==> config.mk <==
export PLATFORM = sky130hd
export DESIGN_NAME = counter_cmd_arbiter
export DESIGN_NICKNAME = d
export VERILOG_FILES = /design/src/rtl/counter_ctrl_pkg.sv /design/src/rtl/counter_cmd_arbiter_rr_arbiter.sv /design/src/rtl/counter_cmd_arbiter.sv
export SDC_FILE = /design/constraint.sdc
export NUM_CORES = 1
export LEC_CHECK = 0
export ABC_AREA = 1
export CAP_MARGIN = 10
export CORE_AREA = 10 10 132 134
export DETAILED_ROUTE_END_ITERATION = 12
export DIE_AREA = 0 0 142 144
export DONT_BUFFER_PORTS = 1
export PLACE_DENSITY = 0.35
export SYNTH_ARGS = -nofsm -noshare
export SYNTH_HDL_FRONTEND = slang
export SYNTH_SLANG_ARGS = --single-unit
export TNS_END_PERCENT = 10
==> constraint.sdc <==
create_clock -name clk -period 2.6 [get_ports clk]
set_input_delay 0.52 -clock clk [delete_from_list [all_inputs] [get_ports clk]]
set_output_delay 0.52 -clock clk [all_outputs]
set_load 0.03 [all_outputs]
==> src/rtl/counter_ctrl_pkg.sv <==
// Shared command/state encodings and the counter next-value function
// used by the command arbiter.
package counter_ctrl_pkg;

  localparam int MAX_W = 32;

  typedef enum logic [1:0] {
    CMD_CLEAR = 2'b00,
    CMD_UP    = 2'b01,
    CMD_DOWN  = 2'b10,
    CMD_LOAD  = 2'b11
  } cmd_e;

  typedef enum logic [1:0] {
    ST_IDLE = 2'd0,
    ST_EXEC = 2'd1,
    ST_ACK  = 2'd2
  } state_e;

  typedef struct packed {
    logic             wrap;
    logic [MAX_W-1:0] value;
  } cnt_res_t;

  // ones is the all-ones value of the real counter width, so wrap detection
  // works for any width up to MAX_W.
  function automatic cnt_res_t count_next(input cmd_e op, input logic [MAX_W-1:0] value,
                                          input logic [MAX_W-1:0] data,
                                          input logic [MAX_W-1:0] ones);
    cnt_res_t r;
    r.wrap  = 1'b0;
    r.value = value;
    case (op)
      CMD_CLEAR: r.value = '0;
      CMD_UP: begin
        if (value == ones) begin
          r.value = '0;
          r.wrap  = 1'b1;
        end else begin
          r.value = value + MAX_W'(1);
        end
      end
      CMD_DOWN: begin
        if (value == '0) begin
          r.value = ones;
          r.wrap  = 1'b1;
        end else begin
          r.value = value - MAX_W'(1);
        end
      end
      CMD_LOAD: r.value = data & ones;
      default:  r.value = value;
    endcase
    return r;
  endfunction

endpackage

==> src/rtl/counter_cmd_arbiter_rr_arbiter.sv <==
// Combinational round-robin pick: first requester with req high, searching
// upward from last_grant+1 with wrap.
module rr_arbiter #(
  parameter int N_REQ = 4
) (
  input  logic [N_REQ-1:0]         req,
  input  logic [$clog2(N_REQ)-1:0] last_grant,
  output logic [$clog2(N_REQ)-1:0] winner,
  output logic                     valid
);

  localparam int IDW = $clog2(N_REQ);

  logic [IDW-1:0] idx;

  always_comb begin
    winner = '0;
    valid  = 1'b0;
    idx    = '0;
    for (int i = 1; i <= N_REQ; i++) begin
      idx = IDW'((int'(last_grant) + i) % N_REQ);
      if (!valid && req[idx]) begin
        valid  = 1'b1;
        winner = idx;
      end
    end
  end

endmodule

==> src/rtl/counter_cmd_arbiter.sv <==
// Shared event counter: round-robin IDLE/EXEC/ACK serialisation of requester
// commands (count and ack two cycles after sampling) plus idle-time autocount ticks.
module counter_cmd_arbiter
  import counter_ctrl_pkg::*;
#(
  parameter int                   N_REQ      = 4,
  parameter int                   WIDTH      = 8,
  parameter int                   DIV_WIDTH  = 24,
  parameter logic [DIV_WIDTH-1:0] DIV_RELOAD = 24'h100000
) (
  input  logic                     clk,
  input  logic                     reset,
  input  logic [N_REQ-1:0]         req,
  input  logic [2*N_REQ-1:0]       cmd,
  input  logic [WIDTH*N_REQ-1:0]   load_data,
  output logic [N_REQ-1:0]         ack,
  input  logic                     autocount_en,
  output logic [WIDTH-1:0]         count,
  output logic                     wrap,
  output logic                     eq_zero,
  output logic                     busy,
  output logic [$clog2(N_REQ)-1:0] grant_id
);

  localparam int               IDW  = $clog2(N_REQ);
  localparam logic [MAX_W-1:0] ONES = MAX_W'({WIDTH{1'b1}});

  state_e               state;
  logic [IDW-1:0]       last_grant;
  logic [IDW-1:0]       win_id;
  logic                 win_vld;
  cmd_e                 cmd_q;
  logic [WIDTH-1:0]     data_q;
  logic [DIV_WIDTH-1:0] div;
  logic                 tick_pending;
  logic                 tick_apply;
  cnt_res_t             exec_res;
  cnt_res_t             tick_res;

  rr_arbiter #(.N_REQ(N_REQ)) u_arb (
    .req       (req),
    .last_grant(last_grant),
    .winner    (win_id),
    .valid     (win_vld)
  );

  assign exec_res   = count_next(cmd_q, MAX_W'(count), MAX_W'(data_q), ONES);
  assign tick_res   = count_next(CMD_UP, MAX_W'(count), '0, ONES);
  // A request always beats a pending tick; the tick waits for a quiet IDLE cycle.
  assign tick_apply = (state == ST_IDLE) && !win_vld && tick_pending;

  always_ff @(posedge clk or posedge reset) begin
    if (reset) begin
      state      <= ST_IDLE;
      count      <= '0;
      wrap       <= 1'b0;
      ack        <= '0;
      busy       <= 1'b0;
      grant_id   <= '0;
      last_grant <= IDW'(N_REQ - 1);
      cmd_q      <= CMD_CLEAR;
      data_q     <= '0;
    end else begin
      ack  <= '0;
      wrap <= 1'b0;
      case (state)
        ST_IDLE: begin
          if (win_vld) begin
            cmd_q    <= cmd_e'(cmd[2*win_id +: 2]);
            data_q   <= load_data[WIDTH*win_id +: WIDTH];
            grant_id <= win_id;
            busy     <= 1'b1;
            state    <= ST_EXEC;
          end else if (tick_apply) begin
            count <= WIDTH'(tick_res.value);
            wrap  <= tick_res.wrap;
          end
        end
        ST_EXEC: begin
          count         <= WIDTH'(exec_res.value);
          wrap          <= exec_res.wrap;
          ack[grant_id] <= 1'b1;
          state         <= ST_ACK;
        end
        ST_ACK: begin
          last_grant <= grant_id;
          busy       <= 1'b0;
          state      <= ST_IDLE;
        end
        default: state <= ST_IDLE;
      endcase
    end
  end

  always_ff @(posedge clk or posedge reset) begin
    if (reset) begin
      eq_zero <= 1'b1;
    end else begin
      eq_zero <= (count == '0);
    end
  end

  // Ticks coalesce into one pending flag; disabling autocount drops it on reload.
  always_ff @(posedge clk or posedge reset) begin
    if (reset) begin
      div          <= DIV_RELOAD;
      tick_pending <= 1'b0;
    end else if (div == '0) begin
      div          <= DIV_RELOAD;
      tick_pending <= autocount_en;
    end else begin
      div <= div - DIV_WIDTH'(1);
      if (tick_apply) begin
        tick_pending <= 1'b0;
      end
    end
  end

endmodule

== After elaboration in Yosys (flattened, before gate mapping) ==
Index checks and enable logic that the tools add are counted.

* Register bits after elaboration: 56
* Output and inout bits: 17
* Bits of input ports: 47
* Logic and storage cells: 94

* Mux-type cells: 38
* Add/sub/neg operators: 7
* Reductions and logical operators: 20
* Equality and inequality tests: 9
* $lt $le $gt $ge: 6
* Shift-type cells: 2

{| class="wikitable"
|+ Operator list
! operator !! count
|-
| 2-to-1 mux 8 bit || 4
|-
| case mux 8 bit (4 select lines) || 1
|-
| indexed part select 32 x 6 -> 8 bit || 1
|-
| logical NOT 24 bit || 1
|-
| 2-to-1 mux 24 bit || 1
|-
| subtractor 24 x 1 -> 24 bit (second input constant) || 1
|-
| 2-to-1 mux 1 bit || 16
|-
| case mux 8 bit (2 select lines) || 1
|-
| < comparator 2 x 3 -> 1 bit (second input constant) || 5
|-
| 2-to-1 mux 2 bit || 5
|-
| adder 8 x 1 -> 8 bit (second input constant) || 1
|-
| binary-select mux 1 bit (select 2 bit) || 4
|-
| equality test 8 bit (second input constant) || 1
|-
| logical NOT 8 bit || 1
|-
| indexed part select 8 x 4 -> 2 bit || 1
|-
| subtractor 8 x 1 -> 8 bit (second input constant) || 1
|-
| equality test 2 bit (second input constant) || 3
|-
| logical AND 1 bit || 6
|-
| inequality test 2 bit (second input constant) || 3
|-
| case mux 1 bit (2 select lines) || 3
|-
| nonzero test 2 bit || 3
|-
| adder 2 x 1 -> 2 bit (second input constant) || 2
|-
| adder 2 bit (second input constant) || 2
|-
| equality test 2 x 1 -> 1 bit (second input constant) || 2
|-
| other kinds (8) || 13
|}

== Logic depth before layout (Yosys ltp) ==
* Depth after elaboration: 19
* Depth in mapped cells: 17
* Depth with buffers taken out: 15

== Cells and area by module ==
Synthesis repeated with hierarchy kept, for this count alone.

* Cells, all modules: 540
* Area, all modules: 3,888.7 µm²

{| class="wikitable"
|+ By module, submodules not included
! module !! cells each !! times used !! area each (µm²) !! seq. area each (µm²)
|-
| counter_cmd_arbiter || 488 || 1 || 3,617.2 || 1,406.3
|-
| rr_arbiter || 52 || 1 || 271.5 || 0.0
|}

== Worst setup path before layout ==
OpenSTA, ideal clock, no wires.

* Path type: register to register
* Start: register count[1]
* End: register count[0]
* Clock period less this slack: 1,898 ps
* Setup slack: 702 ps
* Path buffers: 0
* Required time: 2,471 ps
* Cell stages (with the launch flop): 10
* Data arrival time: 1,769 ps
* Library setup time: 129 ps
* Path through: dfrtp_1 -> ha_1 -> nand2_1 -> nor2_1 -> nand4_1 -> or2_1 -> nand2_1 -> nor2_1 -> o21ai_0 -> o21ai_0

* Cells in the longest elaborated chain, start to end: 5
* Elaborated cells between the ends (all ways): 8
* Those cells by class: eq/ne: 1; mux: 6; reduce/logical: 1

{| class="wikitable"
|+ Ends and longest elaborated chain
! element !! line !! source
|-
| start, declared || counter_cmd_arbiter.sv:18 || <nowiki>output logic [WIDTH-1:0] count,</nowiki>
|-
| start signal, assigned || counter_cmd_arbiter.sv:75 || <nowiki>count <= WIDTH'(tick_res.value);</nowiki>
|-
| start signal, assigned || counter_cmd_arbiter.sv:80 || <nowiki>count <= WIDTH'(exec_res.value);</nowiki>
|-
| equality test 8 bit || counter_ctrl_pkg.sv:36 || <nowiki>if (value == ones) begin</nowiki>
|-
| 2-to-1 mux 8 bit || counter_ctrl_pkg.sv:36 ||
|-
| 2-to-1 mux 8 bit || counter_cmd_arbiter.sv:74 || <nowiki>end else if (tick_apply) begin</nowiki>
|-
| 2-to-1 mux 8 bit || counter_cmd_arbiter.sv:68 || <nowiki>if (win_vld) begin</nowiki>
|-
| case mux 8 bit (2 select lines) (*) || counter_cmd_arbiter.sv:66 || <nowiki>case (state)</nowiki>
|}

Every way passes the cells marked *; elsewhere a longest branch is shown, timed or not. The select of a mux whose other input is x is not followed.
A chain may end at the register's enable or synchronous reset.

== Worst setup path in the final report ==
* Start: register last_grant[1]
* End: register data_q[3]

* Cells in the longest elaborated chain, start to end: 14
* Elaborated cells between the ends (all ways): 28
* Those cells by class: add/sub: 4; shift: 1; mux: 16; reduce/logical: 7

{| class="wikitable"
|+ Ends and longest elaborated chain
! element !! line !! source
|-
| start, declared || counter_cmd_arbiter.sv:29 || <nowiki>logic [IDW-1:0] last_grant;</nowiki>
|-
| start signal, assigned || counter_cmd_arbiter.sv:60 || <nowiki>last_grant <= IDW'(N_REQ - 1);</nowiki>
|-
| start signal, assigned || counter_cmd_arbiter.sv:86 || <nowiki>last_grant <= grant_id;</nowiki>
|-
| adder 2 x 1 -> 2 bit || counter_cmd_arbiter_rr_arbiter.sv:21 || <nowiki>idx = IDW'((int'(last_grant) + i) % N_REQ);</nowiki>
|-
| binary-select mux 1 bit (select 2 bit) || counter_cmd_arbiter_rr_arbiter.sv:22 || <nowiki>if (!valid && req[idx]) begin</nowiki>
|-
| 2-to-1 mux 1 bit (implied by the code) || counter_cmd_arbiter_rr_arbiter.sv:22 ||
|-
| 2-to-1 mux 1 bit || counter_cmd_arbiter_rr_arbiter.sv:22 ||
|-
| logical NOT 1 bit || counter_cmd_arbiter_rr_arbiter.sv:22 ||
|-
| logical AND 1 bit || counter_cmd_arbiter_rr_arbiter.sv:22 ||
|-
| 2-to-1 mux 1 bit || counter_cmd_arbiter_rr_arbiter.sv:22 ||
|-
| logical NOT 1 bit || counter_cmd_arbiter_rr_arbiter.sv:22 ||
|-
| logical AND 1 bit || counter_cmd_arbiter_rr_arbiter.sv:22 ||
|-
| 2-to-1 mux 1 bit || counter_cmd_arbiter_rr_arbiter.sv:22 ||
|-
| logical NOT 1 bit || counter_cmd_arbiter_rr_arbiter.sv:22 ||
|-
| logical AND 1 bit || counter_cmd_arbiter_rr_arbiter.sv:22 ||
|-
| 2-to-1 mux 2 bit / 2-to-1 mux 1 bit (equally long branches) || counter_cmd_arbiter_rr_arbiter.sv:22 ||
|-
| indexed part select 32 x 6 -> 8 bit / AND reduction 2 bit (equally long branches) || - ||
|-
| end signal, assigned || counter_cmd_arbiter.sv:70 || <nowiki>data_q <= load_data[WIDTH*win_id +: WIDTH];</nowiki>
|-
| end, declared || counter_cmd_arbiter.sv:33 || <nowiki>logic [WIDTH-1:0] data_q;</nowiki>
|}

Parallel ways exist; a longest one is shown, timed or not. The select of a mux whose other input is x is not followed.

==> flow_summary.json <==
{
  "placed_cell_area_um2": 3880,
  "cp_max_fo": 11,
  "netlist_instances": 517,
  "insertion_delay_ps": 300,
  "cts_root_buf": "clkbuf_16",
  "combPwrFrac": 0.528,
  "wl_per_cell_um": 14.8,
  "start_kind": "register",
  "synth_warnings": 0,
  "slowest_delay_ps": 630,
  "clk_pin_slew_ps": 80,
  "yosys.area.top_type_share": 0.360,
  "swShare": 0.500,
  "synth_top_family_by_area": "simple AND/OR/NAND/NOR gates",
  "worstRegToRegCells": 13,
  "ios": 64,
  "worst_slew_pin_slew_ps": 608,
  "post-place-cells": 704,
  "ys_types": 37,
  "die_h_um": 144,
  "antenna_found_initial": 0,
  "cts_tree": "yes",
  "power.internal_mw": 2.39,
  "vdd_drop_max_v": 0.000502,
  "p_leak_nw": 1.91,
  "yosysSeqAreaShare": 0.389,
  "ys_ff_latch": 56,
  "syn_area_per_cell_um2": 6.98,
  "fin_crit_sh": 0.839,
  "cts_made_buffers": 5,
  "grt-ovfl-total": 0,
  "clkSinkCount": 56,
  "synthMuxAreaShare": 0,
  "io_buffers": 0,
  "cp.arrival_ps": 2370,
  "hold_buffers": 0,
  "crit_buf_inv": 1,
  "cp_slowest_cell": "dfstp_2",
  "area_delta_synth_final_pct": 12.1,
  "final_nets": 579,
  "cp_top_family": "simple AND/OR/NAND/NOR gates",
  "rsz0062_at_grt": "no",
  "drv_cap": 0,
  "diodes": 0,
  "async_reset_ff_frac": 1.00,
  "max_freq_mhz": 459,
  "final_area_um2": 4050,
  "required_ps": 2790,
  "h-tree-depth": 2,
  "core_um2": 14900,
  "synth_xor_area_frac": 0.0364,
  "crit_cells": 13,
  "dpl.hpwl_um": 8130,
  "cts_buffer_depth": 2,
  "finClkSkew_ps": 8.58,
  "via_per_inst": 4.61,
  "synth_fa_ha_area_frac": 0.0312,
  "post_cts_buffers": 0,
  "firstDrtPassIters": 4,
  "grt_max_degree": 34,
  "outcome": "completed",
  "critPathCaptureType": "register",
  "hold_path.class": "input port to async pin",
  "p_sw_mw": 2.39,
  "die_width_um": 142,
  "yosys.area.top_type": "dfrtp_1",
  "syn_area_um2": 3610,
  "slew_headroom": 0.591,
  "p_seq_frac": 0.303,
  "drtIter0Drc": 244,
  "finalNonFillerCells": 712,
  "p_clk_frac": 0.170,
  "die-area_um2": 20400,
  "rows": 45,
  "grt_pass1_vias": 3242,
  "cts_resized": 0,
  "fin_setup_tns_ps": 0,
  "drive_above_1_share": 0.0859,
  "finalMaxSlewViolations": 0,
  "synth-compound-area-share": 0.0731,
  "crit_top_cell": "nand2_1",
  "drc": 0,
  "yosys.area_share.simple": 0.380,
  "hold_violations": 0,
  "hold_slack_ps": 159,
  "grt.total_usage": 0.104,
  "finalCriticalPeriod_ps": 2180,
  "dr_total_vias": 3282,
  "wirelength_um": 10500,
  "p_per_area_nw_per_um2": 1180,
  "syn-num-nets": 573,
  "synthTopCellsByArea": "dfrtp_1 36%, nand2_1 15%, nand3_1 9.6%",
  "crit_type": "register to register",
  "routabilityCongestion": 0.829,
  "ant_nets": 0,
  "grt_pass1_wl_um": 17300,
  "start_util": 0.243,
  "setup_viol": 0,
  "cp_cell_sequence": "inv_1 > nand2_1 > nand2_2 > nand2_2 > nand2_2 > nor2_4 > nand2_1 > nor2_2 > nand2_1 > nand2_1 > nand3_1 > nand3_1 > nand2_1",
  "synth_enable_flop_cells": 0,
  "ys.flop_type": "dfrtp_1"
}
## metrics by stage
step | power, mW | worst slack [ps] | util
floorplan | 3.40 | 702 | -
CTS | 4.84 | 413 | 0.272
global route | 5.26 | 177 | 0.272
finish | 4.77 | 419 | 0.272
detailed placement | 4.01 | 442 | 0.261
global placement | 4.03 | 471 | 0.261
## registers in the layout, summed over array words and instances (netlist names)
signal,count
div,24
grant_id,2
last_grant,2
eq_zero,1
count,8
tick_pending,1
cmd_q,2
ack,4
state,2
busy,1
data_q,8
wrap,1
## worst paths after layout
kind	start	end	slack, ps
max in group asynchronous	reset	eq_zero	1800
max reg2reg	last_grant[1]	data_q[3]	420
min in group clk	autocount_en	tick_pending	390
min	reset	count[3]	160
min reg2reg	data_q[1]	data_q[1]	490
max	last_grant[1]	data_q[3]	420
## metal layers
metal,wire length (um),GRT usage
met1,5210,0.142
met2,4640,0.156
met3,575,0.0292
met4,115,0.0258
met5,0,0
## layout by cell type (no fill, tap or decap), types with 3 or more instances in the layout
master	count
nand3_1	69
a21oi_1	8
o21ai_0	23
nand4_1	9
ha_1	9
nor4_1	4
a31oi_1	6
xnor2_1	5
nor2_1	56
dfrtp_1	52
nand2_2	8
dfstp_2	4
clkbuf_16	5
nor3_1	12
inv_1	59
buf_4	14
nor3b_1	3
inv_2	3
nand2_1	142
xor2_1	10
## cells by family (layout without fill, tap and decap cells)
kind of cell,Yosys count,in the layout
and+or+nand+nor,312,312
DFF,56,56
adders and majority gates,9,9
buffers and inverters,78,85
AOI/OAI and AO/OA,47,47
xor gates and xnor gates,15,15
## cells in the mapped netlist, types with 2 or more instances
cell and number:
nor4_1 4, a31oi_1 6, nor3_1 12, nand3_1 69
inv_2 2, or2_2 2, dfstp_2 4, nand2_1 142
a21oi_2 2, dfrtp_1 52, buf_4 5, o21ai_1 2
nand2_2 8, nand3_2 2, nand4_1 9, inv_1 60
clkbuf_1 4, o21ai_0 23, buf_2 5, o211ai_1 2
nor3b_1 3, xnor2_1 5, ha_1 9, xor2_1 10
nor2_1 56, a21oi_1 8
## area by class of cell
cell class,count,area [um2]
Clock buffer,6,129
Multi-Input combinational cell,383,1880
Sequential cell,56,1410
Tap cell,188,235
Fill cell,1680,10800
Timing Repair Buffer,15,125
Clock inverter,2,38.8
Inverter,62,233
## power groups by stage
stage | sequential (mW) | combinational, mW | clock (mW)
after floorplan | 1.45 | 1.96 | 0
after global placement | 1.47 | 2.56 | 0
after detailed placement | 1.47 | 2.54 | 0
after CTS | 1.46 | 2.55 | 0.834
after global routing | 1.50 | 2.88 | 0.875
final | 1.45 | 2.52 | 0.810
## worst register-to-register path: cells and delay by family, from the launching register on
| kind | cells | cell delay, ps |
|---|---|---|
| buffers and inverters | 1 | 120 |
| flip-flops | 1 | 630 |
| AND/OR/NAND/NOR | 12 | 1310 |
No activity file was read; power rests on OpenSTA's default activity.
